`src/rtl/tcp_stream_encoder.sv`:
```
// Serialises a TCP header, option words and payload onto a 32-bit valid/ready stream,
// accumulating the one's-complement checksum. Macro TCP_ENC_PSEUDO_HDR_EN seeds it with the IPv4 pseudo-header.
module tcp_stream_encoder #(
  parameter int MAX_OPT_WORDS = 10,
  parameter int LEN_W         = 16
) (
  input  logic                       clk,
  input  logic                       reset,
  input  logic                       start,
  input  logic [15:0]                src_port,
  input  logic [15:0]                dest_port,
  input  logic [31:0]                seq_num,
  input  logic [31:0]                ack_num,
  input  logic [5:0]                 flags,
  input  logic [15:0]                window,
  input  logic [15:0]                urg_ptr,
  input  logic [MAX_OPT_WORDS*32-1:0] opt_words,
  input  logic [3:0]                 opt_len,
  input  logic [LEN_W-1:0]           len_in,
  input  logic [31:0]                src_ip,
  input  logic [31:0]                dst_ip,
  input  logic [31:0]                in_data,
  input  logic                       in_valid,
  output logic                       in_ready,
  output logic [31:0]                out_data,
  output logic                       out_valid,
  input  logic                       out_ready,
  output logic                       out_last,
  output logic [3:0]                 out_keep,
  output logic                       busy,
  output logic                       done,
  output logic [15:0]                checksum_out,
  output logic [15:0]                len_out
);

  typedef enum logic [2:0] {S_IDLE, S_HDR, S_OPT, S_DATA, S_DONE} state_e;

  state_e state_q, state_d;

  logic [15:0]      src_port_q, dest_port_q, window_q, urg_ptr_q;
  logic [31:0]      seq_q, ack_q;
  logic [5:0]       flags_q;
  logic [3:0]       n_q;
  logic [LEN_W-1:0] len_q;
  logic [31:0]      opt_q [MAX_OPT_WORDS];

  logic [3:0]       cnt_q, cnt_d;
  logic [LEN_W-1:0] left_q, left_d;
  logic [31:0]      acc_q, acc_d;
  logic [31:0]      out_data_q, out_data_d;
  logic             out_valid_q, out_valid_d;
  logic             out_last_q, out_last_d;
  logic [3:0]       out_keep_q, out_keep_d;
  logic [15:0]      cks_q, cks_d;
  logic [15:0]      len_out_q, len_out_d;

  logic        take, load, last_hs;
  logic [3:0]  n_in;
  logic [15:0] seg_len_in;
  logic [31:0] seed;
  logic [31:0] hdr_word;
  logic [16:0] fold1;
  logic [15:0] fold2;

  logic        emit, emit_last;
  logic [31:0] emit_word;
  logic [3:0]  emit_keep;

  function automatic logic [15:0] seg_len(input logic [3:0] n, input logic [LEN_W-1:0] len);
    return 16'(32'd20 + 32'(n) * 32'd4 + 32'(len));
  endfunction

  // End-around-carry add of both halves; a second carry cannot occur.
  function automatic logic [31:0] csum_add(input logic [31:0] acc, input logic [31:0] w);
    logic [33:0] s;
    s = 34'(acc) + 34'(w[31:16]) + 34'(w[15:0]);
    return s[31:0] + 32'(s[33:32]);
  endfunction

  assign take       = (state_q == S_IDLE) && start;
  assign load       = !out_valid_q || out_ready;
  assign last_hs    = out_valid_q && out_ready && out_last_q;
  assign n_in       = (opt_len > 4'(MAX_OPT_WORDS)) ? 4'(MAX_OPT_WORDS) : opt_len;
  assign seg_len_in = seg_len(n_in, len_in);
  assign fold1      = 17'(acc_q[31:16]) + 17'(acc_q[15:0]);
  assign fold2      = fold1[15:0] + 16'(fold1[16]);

`ifdef TCP_ENC_PSEUDO_HDR_EN
  assign seed = 32'(src_ip[31:16]) + 32'(src_ip[15:0]) + 32'(dst_ip[31:16]) +
                32'(dst_ip[15:0]) + 32'h0000_0006 + 32'(seg_len_in);
`else
  logic unused_ip;
  assign unused_ip = ^{src_ip, dst_ip, seg_len_in};
  assign seed      = '0;
`endif

  // NOTE: segment fields and option storage have no reset; nothing reads them before a start loads them.
  always_ff @(posedge clk) begin
    if (take) begin
      src_port_q  <= src_port;
      dest_port_q <= dest_port;
      seq_q       <= seq_num;
      ack_q       <= ack_num;
      flags_q     <= flags;
      window_q    <= window;
      urg_ptr_q   <= urg_ptr;
      n_q         <= n_in;
      len_q       <= len_in;
      for (int k = 0; k < MAX_OPT_WORDS; k++) opt_q[k] <= opt_words[32*k +: 32];
    end
  end

  always_ff @(posedge clk or negedge reset) begin
    if (!reset) state_q <= S_IDLE;
    else        state_q <= state_d;
  end

  always_comb begin
    state_d = state_q;
    case (state_q)
      S_IDLE: if (start) state_d = S_HDR;
      S_HDR: begin
        if (last_hs) state_d = S_DONE;
        else if (load && cnt_q == 4'd4) begin
          if (n_q != 4'd0)             state_d = S_OPT;
          else if (len_q != '0)        state_d = S_DATA;
        end
      end
      S_OPT: begin
        if (last_hs) state_d = S_DONE;
        else if (load && cnt_q == n_q - 4'd1 && len_q != '0) state_d = S_DATA;
      end
      S_DATA:  if (last_hs) state_d = S_DONE;
      S_DONE:  state_d = S_IDLE;
      default: state_d = S_IDLE;
    endcase
  end

  always_comb begin
    case (cnt_q)
      4'd0:    hdr_word = {src_port_q, dest_port_q};
      4'd1:    hdr_word = seq_q;
      4'd2:    hdr_word = ack_q;
      4'd3:    hdr_word = {4'd5 + n_q, 6'd0, flags_q, window_q};
      default: hdr_word = {16'd0, urg_ptr_q};
    endcase
  end

  // NOTE: every variable gets a default at the top so no path leaves one unassigned (no latch).
  always_comb begin
    emit      = 1'b0;
    emit_last = 1'b0;
    emit_word = '0;
    emit_keep = 4'hF;
    case (state_q)
      S_HDR: if (cnt_q < 4'd5) begin
        emit      = 1'b1;
        emit_word = hdr_word;
        emit_last = (cnt_q == 4'd4) && (n_q == 4'd0) && (len_q == '0);
      end
      S_OPT: if (cnt_q < n_q) begin
        emit      = 1'b1;
        emit_word = opt_q[cnt_q];
        emit_last = (cnt_q == n_q - 4'd1) && (len_q == '0);
      end
      S_DATA: if (in_valid && left_q != '0) begin
        emit      = 1'b1;
        emit_last = (left_q <= LEN_W'(4));
        if (left_q < LEN_W'(4)) begin
          case (left_q[1:0])
            2'd1:    emit_keep = 4'b1000;
            2'd2:    emit_keep = 4'b1100;
            default: emit_keep = 4'b1110;
          endcase
        end
        emit_word = in_data & {{8{emit_keep[3]}}, {8{emit_keep[2]}},
                               {8{emit_keep[1]}}, {8{emit_keep[0]}}};
      end
      default: ;
    endcase
  end

  always_comb begin
    cnt_d       = cnt_q;
    left_d      = left_q;
    acc_d       = acc_q;
    out_data_d  = out_data_q;
    out_valid_d = out_valid_q;
    out_last_d  = out_last_q;
    out_keep_d  = out_keep_q;
    cks_d       = cks_q;
    len_out_d   = len_out_q;
    if (take) begin
      cnt_d  = '0;
      left_d = len_in;
      acc_d  = seed;
    end
    if (load) begin
      out_valid_d = emit;
      if (emit) begin
        out_data_d = emit_word;
        out_last_d = emit_last;
        out_keep_d = emit_keep;
        acc_d      = csum_add(acc_q, emit_word);
        case (state_q)
          S_HDR:   cnt_d  = (cnt_q == 4'd4 && n_q != 4'd0) ? 4'd0 : cnt_q + 4'd1;
          S_OPT:   cnt_d  = cnt_q + 4'd1;
          default: left_d = (left_q < LEN_W'(4)) ? '0 : left_q - LEN_W'(4);
        endcase
      end
    end
    if (last_hs) begin
      cks_d     = ~fold2;
      len_out_d = seg_len(n_q, len_q);
    end
  end

  // NOTE: sequential state uses non-blocking assignments so every flop samples pre-edge values.
  always_ff @(posedge clk or negedge reset) begin
    if (!reset) begin
      cnt_q       <= '0;
      left_q      <= '0;
      acc_q       <= '0;
      out_data_q  <= '0;
      out_valid_q <= 1'b0;
      out_last_q  <= 1'b0;
      out_keep_q  <= '0;
      cks_q       <= '0;
      len_out_q   <= '0;
    end else begin
      cnt_q       <= cnt_d;
      left_q      <= left_d;
      acc_q       <= acc_d;
      out_data_q  <= out_data_d;
      out_valid_q <= out_valid_d;
      out_last_q  <= out_last_d;
      out_keep_q  <= out_keep_d;
      cks_q       <= cks_d;
      len_out_q   <= len_out_d;
    end
  end

  assign in_ready     = (state_q == S_DATA) && (left_q != '0) && load;
  assign out_data     = out_data_q;
  assign out_valid    = out_valid_q;
  assign out_last     = out_last_q;
  assign out_keep     = out_keep_q;
  assign busy         = (state_q != S_IDLE);
  assign done         = (state_q == S_DONE);
  assign checksum_out = cks_q;
  assign len_out      = len_out_q;

endmodule

```
`config.mk`:
```
export PLATFORM = sky130hd
export DESIGN_NAME = tcp_stream_encoder
export DESIGN_NICKNAME = d
export VERILOG_FILES = /design/src/rtl/tcp_stream_encoder.sv
export SDC_FILE = /design/constraint.sdc
export NUM_CORES = 1
export LEC_CHECK = 0
export ABC_AREA = 1
export CORE_UTILIZATION = 41
export CTS_CLUSTER_DIAMETER = 30
export DETAILED_ROUTE_END_ITERATION = 6
export PLACE_DENSITY_LB_ADDON = 0.12
export SYNTH_ARGS = -nofsm -noshare
export SYNTH_HDL_FRONTEND = slang
export SYNTH_SLANG_ARGS = --single-unit
```
`constraint.sdc`:
```
create_clock -name clk -period 16.6 [get_ports clk]
set_clock_uncertainty 0.05 [all_clocks]
set_input_delay 3.32 -clock clk [delete_from_list [all_inputs] [get_ports clk]]
set_output_delay 3.32 -clock clk [all_outputs]
set_load 0.01 [all_outputs]
```
== Word-level counts from Yosys, hierarchy flattened ==
Memories as Yosys holds them, arrays and structs flattened.
Cells that the tools add are included.

* Order comparisons: 5
* Shifts and indexed selects: 0
* Add/sub/neg operators: 11
* Muxes and demuxes: 43
* Divide/modulo/power cells: 0
* Reduce and logical (&&, ||, !) cells: 26
* $mul: 0
* Bitwise gates (word level): 2
* Eq/ne operators: 16

{| class="wikitable"
|+ Operators with widths
! cell !! count
|-
| $mux W32 || 6
|-
| $pmux W32 S4 || 1
|-
| $pmux W32 S3 || 1
|-
| $mux W16 || 5
|-
| $add A33 B16 Y34 || 1
|-
| $add A32 B16 Y33 || 1
|-
| $add A32 B2 Y32 || 1
|-
| $and A32 B32 Y32 || 1
|-
| $mux W4 || 8
|-
| $reduce_bool A16 Y1 || 2
|-
| $mux W3 || 9
|-
| $add A16 B16 Y17 || 1
|-
| $add A16 B1 Y16 || 1
|-
| $add A7 B16 Y16 || 1
|-
| $le A16 B3 Y1 const B || 1
|-
| $logic_not A16 Y1 || 1
|-
| $lt A16 B3 Y1 const B || 1
|-
| $not A16 Y16 || 1
|-
| $sub A16 B3 Y16 const B || 1
|-
| $logic_and A1 B1 Y1 || 13
|-
| $pmux W3 S4 || 1
|-
| $eq A4 B2 Y1 const B || 2
|-
| $logic_not A4 Y1 || 2
|-
| $mux W1 || 8
|-
| 29 further kinds || 33
|}

* Memories: 1
* Bits in writable memories: 320
* Bits of input ports: 575
* Word-level logic and storage cells: 123
* Bits in read-only memories: 0
* Bits in latches: 0
* Register bits: 279

{| class="wikitable"
|+ Memory list
! name !! words !! width !! read ports !! clocked after Yosys merged registers in !! write ports !! line !! text
|-
| opt_q || 10 || 32 || 1 || 0 || 10 || 45 || <nowiki>logic [31:0] opt_q [MAX_OPT_WORDS];</nowiki>
|}

== Longest topological paths before layout ==
Gate-level depths: netlist of run 1.

* Word-level depth: 13
* Mapped depth: 41
* Mapped depth without buffers: 38

== Worst setup path before layout of run 1 ==
Ideal clock, no wire load.

* Path kind: input to register
* Start point: input port start
* End point: register cnt_q[2]
* Required time: 15857 ps
* Stages: 4
* Arrival time: 17147 ps
* Setup time: 693 ps
* Slack: -1290 ps
* Cell sequence: inv_1 > nor2_1 > clkbuf_1 > o32ai_1

* Word-level cells in the longest chain between the ends: 5

{| class="wikitable"
|+ Ends and longest elaborated chain
! item !! line !! text
|-
| from (decl) || 9 || <nowiki>input logic start,</nowiki>
|-
| $logic_and A1 B1 Y1 * || 80 || <nowiki>assign take = (state_q == S_IDLE) && start;</nowiki>
|-
| via take || 57 || <nowiki>logic take, load, last_hs;</nowiki>
|-
| $mux W4 * || 193 || <nowiki>if (take) begin</nowiki>
|-
| $pmux W4 S2 || 205 || <nowiki>case (state_q)</nowiki>
|-
| $mux W4 || 200 || <nowiki>if (emit) begin</nowiki>
|-
| $mux W4 * || 198 || <nowiki>if (load) begin</nowiki>
|-
| via cnt_d[2] || 47 || <nowiki>logic [3:0] cnt_q, cnt_d;</nowiki>
|-
| to (signal assigned) || 231 || <nowiki>cnt_q <= cnt_d;</nowiki>
|-
| to (decl) || 47 ||
|}

Mark *: on every way through the listed nets, which the timed path passes. The rest lies on a longest branch.
A chain may end at the register's enable or synchronous reset.

== Worst setup path after layout of run 1 ==
* Start point: input port in_valid
* End point: register acc_q[30]

* Word-level cells in the longest chain between the ends: 8
* Elaborated cells between the ends (all ways): 10
* Those cells by class: add/sub (3); mux (6); reduce/logical (1)

{| class="wikitable"
|+ Ends and longest elaborated chain
! item !! line !! text
|-
| from (decl) || 23 || <nowiki>input logic in_valid,</nowiki>
|-
| $logic_and A1 B1 Y1 || 166 || <nowiki>S_DATA: if (in_valid && left_q != '0) begin</nowiki>
|-
| $mux W32 || 166 ||
|-
| $pmux W32 S3 || 155 || <nowiki>case (state_q)</nowiki>
|-
| via emit_word[27] || 66 || <nowiki>logic [31:0] emit_word;</nowiki>
|-
| $add A32 B16 Y33 || 76 || <nowiki>s = 34'(acc) + 34'(w[31:16]) + 34'(w[15:0]);</nowiki>
|-
| $add A33 B16 Y34 || 76 ||
|-
| $add A32 B2 Y32 || 77 || <nowiki>return s[31:0] + 32'(s[33:32]);</nowiki>
|-
| $mux W32 || 200 ||
|-
| $mux W32 || 198 ||
|-
| via acc_d[30] || 49 || <nowiki>logic [31:0] acc_q, acc_d;</nowiki>
|-
| to (signal assigned) || 223 || <nowiki>acc_q <= '0;</nowiki>
|-
| to (signal assigned) || 233 || <nowiki>acc_q <= acc_d;</nowiki>
|-
| to (decl) || 49 ||
|}

The timed path passes the listed nets, and every way through them passes these cells.

==> results of run 1 <==
[logic make-up (layout without fill, tap and decap cells)]
| family | Yosys count | count (layout) | share of synthesized area |
|---|---|---|---|
| xor gates and xnor gates | 54 | 54 | 0.0168 |
| buffers and inverters | 323 | 1061 | 0.0443 |
| AOI/OAI and AO/OA | 464 | 464 | 0.104 |
| other | 0 | 17 | 0 |
| and+or+nand+nor | 1250 | 1250 | 0.188 |
| DFF | 599 | 599 | 0.607 |
| adders and majority gates | 80 | 80 | 0.0400 |
[layout make-up]
type | instances | area (sq um) | share of cell area
timing repair buffer | 609 | 6030 | 0.151
clock buffer | 157 | 3440 | 0.0861
antenna | 17 | 42.5 | 0.00107
multi-input combinational | 1848 | 10000 | 0.251
sequential | 599 | 17400 | 0.435
tap | 931 | 1160 | 0.0292
clock inverter | 84 | 1060 | 0.0265
inverter | 211 | 802 | 0.0201
[report_power, final]
group	internal (uW)	switching (uW)
Combinational	1230	2660
Clock	1760	860
Sequential	2020	214
Total	5010	3730
[state kept, by name, indices dropped and copies added, names as in the netlist]
register      cells
acc_q            32
out_data         32
out_valid         1
cnt_q             4
out_last          1
opt_q           320
len_out          16
seq_q            32
n_q               4
window_q         16
flags_q           6
checksum_out     16
state_q           3
left_q           16
out_keep          4
dest_port_q      16
ack_q            32
len_q            16
urg_ptr_q        16
src_port_q       16
[critical path, delay by kind of cell]
kind | cells | cell delay, ns
adder cells (fa/ha/maj) | 4 | 1.26
buffers and inverters | 4 | 1.20
AND/OR/NAND/NOR | 22 | 3.24
[worst paths after layout]
path                                             to  slack (ns)  cells past startpoint
min in group asynchronous    len_out[9]$_DFFE_PN0P_        2.67                      1
setup / recovery                acc_q[30]$_DFF_PN0_        8.11                     30
hold reg to reg            out_data[21]$_DFFE_PN0P_        0.42                      2
setup reg to reg                acc_q[30]$_DFF_PN0_        8.33                     32
max in group asynchronous        cnt_q[0]$_DFF_PN0_       12.28                      2
hold / removal             out_data[21]$_DFFE_PN0P_        0.42                      2
[cells in the final DEF (no fill, tap or decap), types with 31 or more instances in the layout]
cell type and n:
nand2_1 816, clkdlybuf4s50_1 582, edfxtp_1 474, inv_1 194, nand3_1 177, a21oi_1 144
clkbuf_16 132, nor2_1 128, dfrtp_1 123, o21ai_0 96, ha_1 61, a22oi_1 40
xor2_1 34, nand4_1 31
[cell usage after synthesis (16+ instances only)]
cell,n
nor2_1,131
a22o_1,17
buf_2,28
fa_1,19
edfxtp_1,474
dfrtp_1,125
a221oi_1,20
nand2_1,816
a32o_1,22
xnor2_1,19
xor2_1,34
o21ai_0,96
a22oi_1,40
inv_1,195
buf_1,19
nand4_1,31
nand3_1,177
clkbuf_1,60
a21oi_1,144
o21ai_1,16
nor3_1,21
ha_1,61
o211ai_1,25
[metrics by stage]
stage	setup WS, ns	util	hold slack (ns)
floorplan	6.16	-	0.395
global placement	7.51	0.514	0.405
detailed placement	7.51	0.514	0.416
CTS	8.21	0.579	0.428
global route	7.60	0.580	0.446
finish	8.11	0.580	0.423
[per-layer routing]
metal / vias to the layer above / wire [um] / part of all wire / track usage
li1: 11023 / - / - / -
met1: 11414 / 43100 / 0.41 / 0.378
met2: 935 / 51900 / 0.49 / 0.500
met3: 175 / 8400 / 0.079 / 0.0843
met4: 26 / 2580 / 0.024 / 0.0965
met5: - / 172 / 0.0016 / 0
==> flow_metrics.py, run 1 <==
metrics = {
    "worst_setup_path": {
        "crit_arrival_ns": 9.06,
        "path_class": "in2reg",
        "cp_max_fo": 28,
        "critPathLaunch": "in_valid",
        "crit_path_end_kind": "flip-flop",
        "critPathRequiredTime_ns": 17.17,
        "r2r_start": "cnt_q[0]$_DFF_PN0_",
        "slowest_stage": "fa_1",
        "cp_common_cell": "nand2_1",
        "cpPeakStageDelay_ns": 0.50,
        "cp-start-kind": "input port",
    },
    "die": {
        "die_height_um": 266,
        "die_area_sq_mm": 0.0708,
        "rows": 96,
        "core_sq_mm": 0.0688,
        "start_util": 0.416,
        "design.portCount": 648,
        "fp.dieW_um": 266,
    },
    "synthesis": {
        "synth_cell_type_count": 63,
        "syn_area_per_cell_sq_um": 10.3,
        "synth_edf_count": 474,
        "yosysSeqAreaShare": 0.607,
        "ys_warn_count": 0,
        "synth_cells": 2770,
        "synthFlopType": "edfxtp_1",
        "yosysTopAreaCell": "edfxtp_1",
        "netlist_area_sq_mm": 0.0286,
        "synth_seq_cells": 599,
        "async_flop_share": 0.209,
        "yosysTopAreaCellShare": 0.497,
        "syn_nets": 3425,
        "synth_area_leaders": "edfxtp_1 50%, dfrtp_1 11%, nand2_1 11%",
    },
    "layout": {
        "area_growth_pct": 39.5,
        "finalInstanceArea_sq_mm": 0.0399,
        "nNetsFinal": 4056,
        "instances_no_fill": 4456,
        "nFillCells": 5831,
        "drive_above_1_share": 0.0864,
    },
    "placement": {
        "dpl.hpwl_mm": 80.5,
        "dp_cells": 4198,
        "post_dp_cell_area_sq_mm": 0.0354,
        "buffer_ports.inserted": 583,
        "gp_congestion": 0.923,
    },
    "global_route": {
        "antenna_found_initial": 28,
        "grt_util_all_layers": 0.301,
        "grt_max_degree": 91,
        "grt_first_pass_wirelength_mm": 154,
        "grt_pass1_vias": 23439,
        "overflow": 0,
    },
    "clocking": {
        "clock_path_buffers": 3,
        "cts_tree": "done",
        "cts.clk_slew.worst_paths_ns": 0.04,
        "postCtsSetupBuffers": 0,
        "cts_num_sinks": 599,
        "cts_resized": 0,
        "cts_max_level": 4,
        "hold_buffers": 0,
        "cts-buffers-inserted": 132,
        "root_buffer": "clkbuf_16",
        "insertion_delay_ns": 0.71,
    },
    "min_path": {
        "min_path_type": "reg2reg",
        "hold_path_startpoint": "out_data[21]$_DFFE_PN0P_",
    },
    "timing": {
        "timing.final.crit_share": 0.511,
        "slew_violations": 0,
        "min_period_ns": 8.49,
        "worst_slew_pin_slew_ns": 1.09,
        "fin_setup_tns_ns": 0,
        "setup_violations": 0,
        "hold_viol": 0,
        "rsz0062_at_grt": "no",
        "clock.fmax_ghz": 0.118,
        "relSlewSlack": 0.273,
    },
    "power_and_ir_drop": {
        "ir_drop_v": 0.000148,
        "leakagePower_uw": 0.0158,
        "powerDensity_mw_per_mm2": 219,
        "finalPower_uw": 8740,
    },
    "routing": {
        "wl_per_cell_um": 23.8,
        "drc_errors": 0,
        "via_per_inst": 5.29,
        "route.vias.total": 23573,
        "first_pass_iters": 5,
        "antenna_left": 0,
        "drt_iter0_drc": 1845,
        "drt_wl_total_mm": 106,
    },
    "outcome": {
        "outcome": "completed",
    },
    "flow_run": {
        "maxCapViolations": 0,
    },
}
Note: power is estimated with default switching activity, not from simulation.
==> run 2, diff against run 1 <==
- clock period: 16.6 -> 8.7 ns (I/O delays scaled with it)
==> flow_metrics.py, run 2 (synthesis results as in run 1) <==
metrics = {
    "placement": {
        "dp_cells": 4204,
        "dpl.hpwl_mm": 79.6,
        "buffer_ports.inserted": 583,
        "gp_congestion": 0.924,
    },
    "worst_setup_path": {
        "slowest_stage": "a211oi_1",
        "cp-start-kind": "flip-flop",
        "crit-reg2reg-capture": "acc_q[20]$_DFF_PN0_",
        "r2r_setup_slack_ns": 1.52,
        "cpPeakStageDelay_ns": 0.76,
        "reg2reg_depth": 31,
        "cp_common_cell": "nand2_1",
        "path_class": "reg2reg",
        "r2r_start": "cnt_q[0]$_DFF_PN0_",
        "crit_path_end_kind": "flip-flop",
        "cp_max_fo": 58,
        "crit_arrival_ns": 7.67,
        "critPathRequiredTime_ns": 9.19,
    },
    "min_path": {
        "hold_path_startpoint": "out_keep[3]$_DFFE_PN0P_",
        "min_path_type": "reg2reg",
        "hold_depth": 1,
        "whs_endpoint": "out_keep[3]$_DFFE_PN0P_",
    },
    "global_route": {
        "grt_pass1_vias": 23129,
        "grt_util_all_layers": 0.294,
        "use_met2": 0.483,
        "grt_first_pass_wirelength_mm": 151,
        "use_met3": 0.0835,
        "use_met1": 0.375,
        "busiest_layer": "met2",
        "antenna_found_initial": 36,
        "grt_max_degree": 183,
        "overflow": 0,
    },
    "layout": {
        "drive_above_1_share": 0.0938,
        "area_growth_pct": 40.5,
        "instances_no_fill": 4482,
        "nFillCells": 5771,
        "multiInputGateArea_sq_mm": 0.0100,
        "largest_reg_flops": 320,
        "nNetsFinal": 4068,
        "largest_register": "opt_q",
        "layout_common_cells": "816 x nand2_1, 582 x clkdlybuf4s50_1, 474 x edfxtp_1",
        "layout_commonest_cell": "nand2_1",
        "regArea_sq_mm": 0.0174,
    },
    "power_and_ir_drop": {
        "ir_drop_v": 0.000232,
        "leakagePower_uw": 0.0159,
        "powerDensity_mw_per_mm2": 417,
    },
    "routing": {
        "via_per_inst": 5.30,
        "drc_errors": 0,
        "route.vias.total": 23744,
        "wl_per_cell_um": 23.5,
        "first_pass_iters": 6,
        "antenna_left": 0,
        "drt_wl_total_mm": 105,
        "drt_iter0_drc": 1900,
    },
    "timing": {
        "worst_slew_pin_slew_ns": 1.19,
        "timing.final.crit_share": 0.826,
        "relSlewSlack": 0.208,
        "fin_setup_tns_ns": 0,
        "slew_violations": 0,
        "min_period_ns": 7.18,
        "rsz0062_at_grt": "no",
        "hold_viol": 0,
        "setup_violations": 0,
        "clock.fmax_ghz": 0.139,
    },
    "clocking": {
        "postCtsSetupBuffers": 0,
        "insertion_delay_ns": 0.71,
        "clock_path_buffers": 3,
        "cts-buffers-inserted": 138,
        "cts_resized": 0,
        "cts_num_sinks": 599,
        "cts.clk_slew.worst_paths_ns": 0.05,
        "root_buffer": "clkbuf_16",
        "cts_tree": "done",
        "cts_max_level": 4,
        "hold_buffers": 0,
    },
    "die": {
        "design.portCount": 648,
        "start_util": 0.416,
        "die_height_um": 266,
        "die_area_sq_mm": 0.0708,
        "core_sq_mm": 0.0688,
        "fp.dieW_um": 266,
        "rows": 96,
    },
    "outcome": {
        "outcome": "completed",
    },
    "flow_run": {
        "maxCapViolations": 0,
    },
}
run 2: changes by cell type in the layout (fill, tap and decap cells not counted), moves of 3 or more:
cell,delta
bufinv_16,-10
clkbuf_16,+10
clkbuf_8,+10
clkinv_2,+7
clkinv_1,-6
diode_2,+5
buf_12,+3
buf_4,+3
clkinv_16,+3
clkinv_4,+3
run 2: worst max-delay path: cells and delay by family (launching register included):
kind                       cells  cell delay, ns
buffers and inverters          3            1.09
DFF                            1            0.63
adders and majority gates      4            1.22
AOI/OAI and AO/OA              5            1.36
and+or+nand+nor               19            2.53
run 2: cell type report:
type                    instances  area share
flip-flops and latches        599       0.432
multi-input cells            1848       0.249
repair buffers                615       0.152
clock buffers                 176      0.0951
well taps                     931      0.0290
clock inverters                80      0.0216
inverters                     211      0.0200
diodes                         22     0.00137
run 2: routing by layer:
metal / vias to the layer above / wire length (um)
met2: 968 / 50800
met3: 191 / 8440
met4: 32 / 2590
met1: 11514 / 43200
li1: 11039 / -
met5: - / 192
run 2: power by group:
group | internal (uW) | switching, uW | total, uW | leakage [uW]
sequential | 3850 | 396 | 4240 | 0.00592
combinational | 2390 | 5040 | 7430 | 0.00772
clock | 3360 | 1720 | 5080 | 0.00227
total | 9600 | 7150 | 16800 | 0.0159
run 2: worst max path at each step:
| stage | to | slack [ns] | from | cells past startpoint |
|---|---|---|---|---|
| CTS | acc_q[20]$_DFF_PN0_ | 1.46 | cnt_q[1]$_DFF_PN0_ | 34 |
| detailed placement | acc_q[20]$_DFF_PN0_ | 1.07 | in_valid | 29 |
| floorplan | cnt_q[2]$_DFF_PN0_ | 2.56 | start | 4 |
| global route | acc_q[20]$_DFF_PN0_ | 1.10 | cnt_q[2]$_DFF_PN0_ | 33 |
| finish | acc_q[20]$_DFF_PN0_ | 1.52 | cnt_q[0]$_DFF_PN0_ | 31 |
| global placement | acc_q[20]$_DFF_PN0_ | 1.19 | in_valid | 29 |
run 2: per-stage QoR:
step	total power (uW)	instance area [sq um]	setup WS, ns	utilization	hold WS [ns]
2_1_floorplan	9090	28600	2.56	-	0.395
3_3_place_gp	11600	35400	1.19	0.515	0.412
3_5_place_dp	11700	35400	1.07	0.515	0.414
4_1_cts	16800	40100	1.46	0.583	0.423
5_1_grt	17700	40200	1.10	0.584	0.437
6_report	16800	40200	1.52	0.584	0.425
